## config.mk

```make
export PLATFORM = sky130hd
export DESIGN_NAME = glitch_uart_tx
export DESIGN_NICKNAME = d
export VERILOG_FILES = /design/src/rtl/glitch_uart_pkg.sv /design/src/rtl/tx_fifo.sv /design/src/rtl/glitch_uart_tx.sv
export SDC_FILE = /design/constraint.sdc
export NUM_CORES = 1
export LEC_CHECK = 0
export CELL_PAD_IN_SITES_DETAIL_PLACEMENT = 0
export CELL_PAD_IN_SITES_GLOBAL_PLACEMENT = 1
export CORE_MARGIN = 1.5
export CORE_UTILIZATION = 46
export CTS_BUF_LIST = sky130_fd_sc_hd__clkbuf_2
export DETAILED_ROUTE_END_ITERATION = 8
export GPL_TIMING_DRIVEN = 0
export HOLD_SLACK_MARGIN = 0.06
export PLACE_DENSITY = 0.81
export SLEW_MARGIN = 20
export SYNTH_ARGS = -nofsm -noshare
export SYNTH_HDL_FRONTEND = slang
export SYNTH_SLANG_ARGS = --single-unit
```

## constraint.sdc

```tcl
create_clock -name clk_in1 -period 2.7 [get_ports clk_in1]
set_input_delay 0.27 -clock clk_in1 [delete_from_list [all_inputs] [get_ports clk_in1]]
set_output_delay 0.27 -clock clk_in1 [all_outputs]
set_load 0.05 [all_outputs]
```

## src/rtl/glitch_uart_pkg.sv

```systemverilog
// Shared types and constants for the glitch-test UART link (TX and RX sides).
package glitch_uart_pkg;

  localparam int unsigned DATA_W               = 8;
  localparam int unsigned DEFAULT_CLKS_PER_BIT = 868;

  typedef enum logic [1:0] {
    IDLE,
    START,
    DATA,
    STOP
  } tx_state_t;

endpackage

```

## src/rtl/tx_fifo.sv

```systemverilog
// Small power-of-two FIFO; rdata shows the head entry whenever empty is low.
module tx_fifo
  import glitch_uart_pkg::*;
#(
  parameter int unsigned DEPTH = 4,
  parameter int unsigned WIDTH = DATA_W
) (
  input  logic                    clk,
  input  logic                    rst_n,
  input  logic                    push,
  input  logic                    pop,
  input  logic [WIDTH-1:0]        wdata,
  output logic [WIDTH-1:0]        rdata,
  output logic [$clog2(DEPTH):0]  count,
  output logic                    full,
  output logic                    empty
);

  localparam int unsigned PTR_W = $clog2(DEPTH);

  logic [WIDTH-1:0] mem_q [DEPTH];
  logic [PTR_W-1:0] wr_ptr_q;
  logic [PTR_W-1:0] rd_ptr_q;
  logic [PTR_W:0]   count_q;

  // Pointers wrap naturally because DEPTH is a power of two.
  always_ff @(posedge clk or negedge rst_n) begin
    if (!rst_n) begin
      wr_ptr_q <= '0;
      rd_ptr_q <= '0;
      count_q  <= '0;
    end else begin
      if (push) wr_ptr_q <= wr_ptr_q + 1'b1;
      if (pop)  rd_ptr_q <= rd_ptr_q + 1'b1;
      if (push && !pop)      count_q <= count_q + 1'b1;
      else if (pop && !push) count_q <= count_q - 1'b1;
    end
  end

  always_ff @(posedge clk) begin
    if (push) mem_q[wr_ptr_q] <= wdata;
  end

  assign rdata = mem_q[rd_ptr_q];
  assign count = count_q;
  assign full  = (count_q == (PTR_W+1)'(DEPTH));
  assign empty = (count_q == '0);

endmodule

```

## src/rtl/glitch_uart_tx.sv

```systemverilog
// Buffered 8N1 UART transmitter for glitch-test results; runs on the board clock.
module glitch_uart_tx
  import glitch_uart_pkg::*;
#(
  parameter int unsigned CLKS_PER_BIT = DEFAULT_CLKS_PER_BIT,
  parameter int unsigned FIFO_DEPTH   = 4
) (
  input  logic                          clk_in1,
  input  logic                          rst,
  input  logic [DATA_W-1:0]             tx_data,
  input  logic                          DV_in,
  output logic                          tx_serial,
  output logic                          tx_active,
  output logic                          tx_done,
  output logic                          overflow,
  output logic [$clog2(FIFO_DEPTH):0]   fifo_count
);

  localparam int unsigned       CNT_W   = (CLKS_PER_BIT > 1) ? $clog2(CLKS_PER_BIT) : 1;
  localparam logic [CNT_W-1:0]  CNT_MAX = CNT_W'(CLKS_PER_BIT - 1);

  tx_state_t         state_q, state_d;
  logic [CNT_W-1:0]  clk_cnt_q, clk_cnt_d;
  logic [2:0]        bit_idx_q, bit_idx_d;
  logic [DATA_W-1:0] shift_q, shift_d;
  logic              tx_serial_q, tx_serial_d;
  logic              tx_active_q, tx_active_d;
  logic              tx_done_q, tx_done_d;
  logic              overflow_q, overflow_d;

  logic              fifo_push, fifo_pop, fifo_full, fifo_empty;
  logic [DATA_W-1:0] fifo_rdata;
  logic              bit_end;

  tx_fifo #(
    .DEPTH (FIFO_DEPTH),
    .WIDTH (DATA_W)
  ) u_fifo (
    .clk   (clk_in1),
    .rst_n (rst),
    .push  (fifo_push),
    .pop   (fifo_pop),
    .wdata (tx_data),
    .rdata (fifo_rdata),
    .count (fifo_count),
    .full  (fifo_full),
    .empty (fifo_empty)
  );

  assign bit_end   = (clk_cnt_q == CNT_MAX);
  // A full FIFO still accepts a byte on the edge the FSM pops one.
  assign fifo_push = DV_in && (!fifo_full || fifo_pop);

  always_comb begin
    state_d   = state_q;
    clk_cnt_d = bit_end ? '0 : clk_cnt_q + 1'b1;
    bit_idx_d = bit_idx_q;
    shift_d   = shift_q;
    fifo_pop  = 1'b0;

    unique case (state_q)
      IDLE: begin
        clk_cnt_d = '0;
        if (!fifo_empty) begin
          fifo_pop = 1'b1;
          shift_d  = fifo_rdata;
          state_d  = START;
        end
      end
      START: begin
        if (bit_end) begin
          bit_idx_d = '0;
          state_d   = DATA;
        end
      end
      DATA: begin
        if (bit_end) begin
          shift_d = shift_q >> 1;
          if (bit_idx_q == 3'd7) state_d = STOP;
          else                   bit_idx_d = bit_idx_q + 1'b1;
        end
      end
      STOP: begin
        if (bit_end) begin
          if (!fifo_empty) begin
            fifo_pop = 1'b1;
            shift_d  = fifo_rdata;
            state_d  = START;
          end else begin
            state_d = IDLE;
          end
        end
      end
      default: state_d = IDLE;
    endcase

    // Outputs are decoded from the next state so they register on the same edge.
    tx_active_d = (state_d != IDLE);
    tx_done_d   = (state_d == STOP) && (clk_cnt_d == CNT_MAX);
    unique case (state_d)
      START:   tx_serial_d = 1'b0;
      DATA:    tx_serial_d = shift_d[0];
      default: tx_serial_d = 1'b1;
    endcase
    overflow_d = overflow_q || (DV_in && !fifo_push);
  end

  always_ff @(posedge clk_in1 or negedge rst) begin
    if (!rst) begin
      state_q     <= IDLE;
      clk_cnt_q   <= '0;
      bit_idx_q   <= '0;
      shift_q     <= '0;
      tx_serial_q <= 1'b1;
      tx_active_q <= 1'b0;
      tx_done_q   <= 1'b0;
      overflow_q  <= 1'b0;
    end else begin
      state_q     <= state_d;
      clk_cnt_q   <= clk_cnt_d;
      bit_idx_q   <= bit_idx_d;
      shift_q     <= shift_d;
      tx_serial_q <= tx_serial_d;
      tx_active_q <= tx_active_d;
      tx_done_q   <= tx_done_d;
      overflow_q  <= overflow_d;
    end
  end

  assign tx_serial = tx_serial_q;
  assign tx_active = tx_active_q;
  assign tx_done   = tx_done_q;
  assign overflow  = overflow_q;

endmodule

```

==> results.json, run 1 <==
{
  "die_h_um": 86.1,
  "syn_inst": 247,
  "setup_tns_ps": 0,
  "synth_common_cells": "dfrtp_1, edfxtp_1, nand2_1",
  "placement.cell_area_um2": 3470,
  "synth_cell_types": 53,
  "relSlewSlack_pct": 44.1,
  "grt_pass1_vias": 2058,
  "synth-compound-area-share_pct": 11.2,
  "ant_nets": 0,
  "grt_pass1_wl_mm": 9.87,
  "endpoint_kind": "register",
  "cts_sinks": 66,
  "vdd_drop_max_mv": 0.419,
  "cts_root_buf": "clkbuf_2",
  "crit_fanout": 8,
  "synth_top_area_share_pct": 30.3,
  "fin_crit_sh_pct": 95.4,
  "p_sw_w": 0.000829,
  "dieArea_um2": 7410,
  "reg2reg_to": "u_fifo.mem_q[0][1]$_DFFE_PP_",
  "slew_violations": 0,
  "cts_tree": "built",
  "cts_buffers": 9,
  "grt_antenna_before_repair": 0,
  "ys_top_cells_by_area": "edfxtp_1, dfrtp_1, mux4_2",
  "synth-xor-area-share_pct": 3.59,
  "p_leak_nw": 1.48,
  "place_hpwl_mm": 3.98,
  "num_antenna_cells": 0,
  "critPathKind": "register to register",
  "power_frac_clock_pct": 25.3,
  "dp.cells": 345,
  "p_int_w": 0.00169,
  "yosysSeqAreaShare_pct": 57.1,
  "power_switching_share_pct": 32.9,
  "drc": 0,
  "synth_largest_area_cell": "edfxtp_1",
  "endpoint": "u_fifo.mem_q[0][1]$_DFFE_PP_",
  "hold_violations": 0,
  "numPortBuffers": 17,
  "power_w": 0.00252,
  "cp_data_arrival_time_ps": 2760,
  "postSynthAreaPerCell_um2": 12.9,
  "worst_pin_slew_ps": 828,
  "synth_top_family_by_area": "simple AND/OR/NAND/NOR gates",
  "num_vias": 2052,
  "hold_path_class": "input pin to asynchronous set/reset pin",
  "fin_worst_skew_ps": 32.5,
  "clk_pin_slew_ps": 220,
  "combPwrFrac_pct": 23.1,
  "synth.ff_latch_count": 66,
  "yosys_warnings": 0,
  "io-pin-count": 18,
  "clk_latency_ps": 520,
  "min_period_ps": 2580,
  "synth_most_common_cell": "dfrtp_1",
  "syn_to_final_growth_pct": 17.7,
  "fin_area_um2": 3740,
  "drive_gt1_share_pct": 22.4,
  "critical_path.startpoint": "clk_cnt_q[0]$_DFF_PN0_",
  "netlist_area_um2": 3180,
  "fin_cells": 375,
  "clock.fmax_mhz": 388,
  "cp-start-kind": "register",
  "drt_pre_antenna_iters": 4,
  "ff2ff_setup_slack_ps": 120,
  "synth-adder-area-share_pct": 5.75,
  "coreArea_um2": 6720,
  "status": "complete, no violations",
  "synth_fp_nets": 272,
  "synthFlopType": "dfrtp_1",
  "rsz0062_at_grt": "no",
  "reg2regPathDepth": 10,
  "setup_viol": 0,
  "place_congestion": 0.810,
  "routed_wl_mm": 5.96,
  "seq_power_share_pct": 51.6,
  "n_fill_cell": 556,
  "clockBufferDepth": 2,
  "fin_util_pct": 55.6,
  "track_usage_pct": 17.7,
  "wl_per_cell_um": 15.9,
  "grt_overflow_total": 0,
  "maxCapViolCount": 0,
  "async_flop_share_pct": 51.5,
  "grt_max_degree": 22,
  "crit_required_ps": 2890,
  "synthSimpleGateAreaFrac_pct": 13.6,
  "synth-edff-count": 32,
  "h-tree-depth": 3,
  "fp.dieW_um": 86.1,
  "synthMuxAreaShare_pct": 6.38,
  "powerDensity_nw_per_um2": 674,
  "r2r-start": "clk_cnt_q[0]$_DFF_PN0_",
  "rows": 30,
  "drt_iter0_drc": 93,
  "start_util_pct": 47.3,
  "post_drt_via_cell_ratio": 5.47,
  "fin_nets": 315
}
-- state kept, by name (all words and copies together) (netlist names) --
register / flops
overflow: 1
tx_serial: 1
u_fifo.rd_ptr_q: 2
u_fifo.wr_ptr_q: 2
tx_done: 1
shift_q: 8
clk_cnt_q: 10
tx_active: 1
u_fifo.count: 3
u_fifo.mem_q: 32
state_q: 2
bit_idx_q: 3
-- per-stage QoR --
| step | hold WS (ps) | worst slack, ps |
|---|---|---|
| after detailed placement | 204 | -413 |
| after floorplan | -25.6 | 56.7 |
| after global placement | 468 | -352 |
| after CTS | 158 | 45.0 |
| after global routing | 164 | 15.7 |
| final | 156 | 123 |
-- cell families (layout without fill, tap and decap cells) --
logic type               Yosys count  after routing
buffers and inverters             19             67
multiplexers                      10             10
AO/OA/AOI/OAI                     46             46
flip-flops                        66             66
AND/OR/NAND/NOR                   79             79
adder cells (fa/ha/maj)           14             14
XOR/XNOR                          13             13
-- cell type report --
| class | instances | area (µm²) | area share [%] |
|---|---|---|---|
| plain buffers | 8 | 35.0 | 0.937 |
| clock buffers | 9 | 45.0 | 1.21 |
| clock inverters | 7 | 82.6 | 2.21 |
| inverters | 10 | 37.5 | 1.00 |
| multi-input cells | 162 | 1320 | 35.2 |
| flip-flops and latches | 66 | 1810 | 48.5 |
| well taps | 80 | 100 | 2.68 |
| repair buffers | 33 | 308 | 8.24 |
-- metal layers --
layer	global-route usage, %	wire length, µm
met2	28.5	2900
met5	0	0
met3	3.56	157
met1	23.2	2780
met4	7.92	120
-- placed cells by master, fill, tap and decap left out, types with 2 or more instances in the layout --
| master | count |
|---|---|
| a21oi_1 | 7 |
| inv_1 | 10 |
| and2_1 | 2 |
| inv_6 | 4 |
| buf_4 | 14 |
| nand3_1 | 9 |
| ha_1 | 12 |
| a22o_1 | 5 |
| or3_1 | 2 |
| and3_2 | 2 |
| buf_2 | 4 |
| nor2_1 | 13 |
| mux4_2 | 8 |
| xor2_1 | 6 |
| o31ai_1 | 4 |
| dfrtp_1 | 32 |
| xnor2_1 | 7 |
| nand4_1 | 2 |
| o21ai_0 | 8 |
| o22a_1 | 2 |
| clkbuf_1 | 4 |
| clkdlybuf4s50_1 | 16 |
| nor3_1 | 8 |
| or2_2 | 4 |
| clkinv_4 | 2 |
| a32oi_1 | 5 |
| nand2_1 | 22 |
| edfxtp_1 | 32 |
| and3_1 | 4 |
| clkbuf_2 | 10 |
| mux2_2 | 2 |
-- power groups by stage --
stage                     sequential [W]  clock, W  combinational (W)
after detailed placement         0.00132         0           0.000536
final                            0.00130  0.000638           0.000580
after global routing             0.00132  0.000699           0.000641
after CTS                        0.00130  0.000656           0.000583
after global placement           0.00131         0           0.000522
after floorplan                  0.00140         0           0.000263
-- critical path, cell delays in order, from the launching register on --
cell and delay [ps]:
dfrtp_1 450, ha_4 190, nor3b_4 220, a41oi_2 170, o211ai_1 250, buf_4 150
buf_4 100, buf_4 90, buf_4 90, buf_4 100, and3_1 440
-- worst min path at each step --
stage,slack (ps),end,cells past startpoint
floorplan,-30,bit_idx_q[0]$_DFFE_PN0P_,0
detailed placement,200,clk_cnt_q[0]$_DFF_PN0_,1
global placement,470,overflow$_DFF_PN0_,1
finish,160,clk_cnt_q[1]$_DFF_PN0_,2
CTS,160,clk_cnt_q[0]$_DFF_PN0_,2
global route,160,clk_cnt_q[0]$_DFF_PN0_,2
-- timing repair --
action | CTS | global route
gates resized for setup | 4 | 5
endpoints found under the hold margin | 33 | 0
buffers inserted | 9 | 5
hold buffers | 1 | 0
endpoints found under the setup margin | 2 | 33
pin swaps | 2 | 2
Power figures use the tool's default switching activity.
==> inputs of run 2 (changes only) <==
CORE_MARGIN = 3   (was 1.5)
==> run 2 against run 1 <==
Fmax rose by 1.4%. Total power decreased by 2.9%. Die area is 7.1% higher. Largest cell class unchanged.
==> results.json, run 2 (same netlist as run 1, synthesis figures left out) <==
{
  "seq_power_share_pct": 53.1,
  "reg_top3": "u_fifo.mem_q: 32 flops, clk_cnt_q: 10 flops, shift_q: 8 flops",
  "placement.cell_area_um2": 3460,
  "setup_tns_ps": 0,
  "h-tree-depth": 3,
  "grt_overflow_total": 0,
  "critPathKind": "register to register",
  "track_usage_pct": 16.9,
  "grt_antenna_before_repair": 0,
  "num_vias": 2059,
  "dieArea_um2": 7940,
  "cts_sinks": 66,
  "powerDensity_nw_per_um2": 666,
  "cp-start-kind": "register",
  "post_drt_via_cell_ratio": 5.66,
  "final_cell_mix": "dfrtp_1, edfxtp_1, nand2_1",
  "crit_required_ps": 3120,
  "fin_worst_skew_ps": 38.3,
  "place_hpwl_mm": 3.98,
  "combPwrFrac_pct": 22.1,
  "fin_crit_sh_pct": 94.1,
  "maxCapViolCount": 0,
  "n_fill_cell": 553,
  "power_w": 0.00244,
  "rows": 29,
  "drive_gt1_share_pct": 20.2,
  "place_congestion": 0.790,
  "grt_pass1_wl_mm": 10.2,
  "io-pin-count": 18,
  "cts_root_buf": "clkbuf_2",
  "clockBufferDepth": 2,
  "fin_util_pct": 56.2,
  "p_int_w": 0.00165,
  "start_util_pct": 48.6,
  "num_antenna_cells": 0,
  "p_sw_w": 0.000794,
  "ant_nets": 0,
  "relSlewSlack_pct": 49.1,
  "grt_pass1_vias": 2160,
  "grt_max_degree": 21,
  "die_h_um": 89.1,
  "fin_nets": 307,
  "drt_iter0_drc": 132,
  "coreArea_um2": 6530,
  "largest_reg_flops": 32,
  "hold_violations": 0,
  "crit_fanout": 7,
  "slew_violations": 0,
  "setup_viol": 0,
  "endpoint_kind": "register",
  "clock.fmax_mhz": 394,
  "drc": 0,
  "min_period_ps": 2540,
  "vdd_drop_max_mv": 0.459,
  "cp_data_arrival_time_ps": 2960,
  "status": "complete, no violations",
  "syn_to_final_growth_pct": 15.6,
  "fp.dieW_um": 89.1,
  "fin_cells": 364,
  "power_frac_clock_pct": 24.8,
  "dp.cells": 342,
  "p_leak_nw": 1.43,
  "worst_pin_slew_ps": 755,
  "routed_wl_mm": 5.75,
  "cts_buffers": 9,
  "numPortBuffers": 17,
  "hold_path_class": "input pin to asynchronous set/reset pin",
  "drt_pre_antenna_iters": 4,
  "cts_tree": "built",
  "clk_pin_slew_ps": 220,
  "power_switching_share_pct": 32.5,
  "largest-register": "u_fifo.mem_q",
  "clk_latency_ps": 490,
  "wl_per_cell_um": 15.8,
  "fin_area_um2": 3670
}
==> run 2: per-stage QoR <==
stage	hold slack, ps	setup slack [ps]
after floorplan	-25.6	56.7
after global placement	467	-352
after detailed placement	221	-360
after CTS	171	7.43
after global routing	175	-0.563
final	196	160
==> run 2: power by group through the flow <==
stage,Sequential [W],Combinational [W],Clock [W]
6_report,0.00130,0.000541,0.000605
5_1_grt,0.00132,0.000598,0.000669
4_1_cts,0.00130,0.000544,0.000627
3_5_place_dp,0.00132,0.000534,0
3_3_place_gp,0.00132,0.000521,0
2_1_floorplan,0.00140,0.000263,0
==> run 2: what timing repair did <==
| action | CTS | global route |
|---|---|---|
| gates resized for setup | 3 | 7 |
| pin swaps | 1 | 3 |
| setup endpoints to repair | 2 | 4 |
| setup buffers | 3 | 3 |
| endpoints found under the hold margin | 33 | 0 |
| hold buffers | 1 | 0 |
==> run 2: final timing paths <==
kind / end / start / cells past startpoint / slack, ps
worst min-delay path: u_fifo.count[0]$_DFFE_PN0P_ / rst / 2 / 200
max in group asynchronous: tx_serial$_DFF_PN1_ / rst / 3 / 1980
worst max-delay path: u_fifo.count[1]$_DFFE_PN0P_ / clk_cnt_q[2]$_DFF_PN0_ / 9 / 160
worst max register to register: u_fifo.count[1]$_DFFE_PN0P_ / clk_cnt_q[2]$_DFF_PN0_ / 9 / 160
worst min register to register: overflow$_DFF_PN0_ / overflow$_DFF_PN0_ / 1 / 510
min in group clk_in1: u_fifo.mem_q[0][0]$_DFFE_PP_ / tx_data[0] / 1 / 380
==> run 2: layout make-up <==
class                      instances  area, µm²  share of cell area (%)
clock inverter                     7       77.6                    2.11
clock buffer                       9       45.0                    1.23
tap                               77       96.3                    2.63
timing repair buffer              25        248                    6.75
buffer                             8       35.0                   0.955
sequential                        66       1810                    49.4
multi-input combinational        162       1320                    35.9
inverter                          10       37.5                    1.02
==> run 2: routing by layer <==
layer	global-route usage [%]	vias up	share of wire (%)
met1	21.9	1010	46
met4	6.50	0	1.4
li1	-	1002	-
met2	26.6	38	49
met5	0	-	0
met3	5.62	9	4.1
==> run 2: critical path: stages (launching register included) <==
cell and delay (ps):
dfrtp_1 480, and4bb_2 390, a41oi_2 170, buf_4 170
nor3_1 180, inv_1 120, ha_1 220, inv_1 80
fa_1 400, mux2_2 260
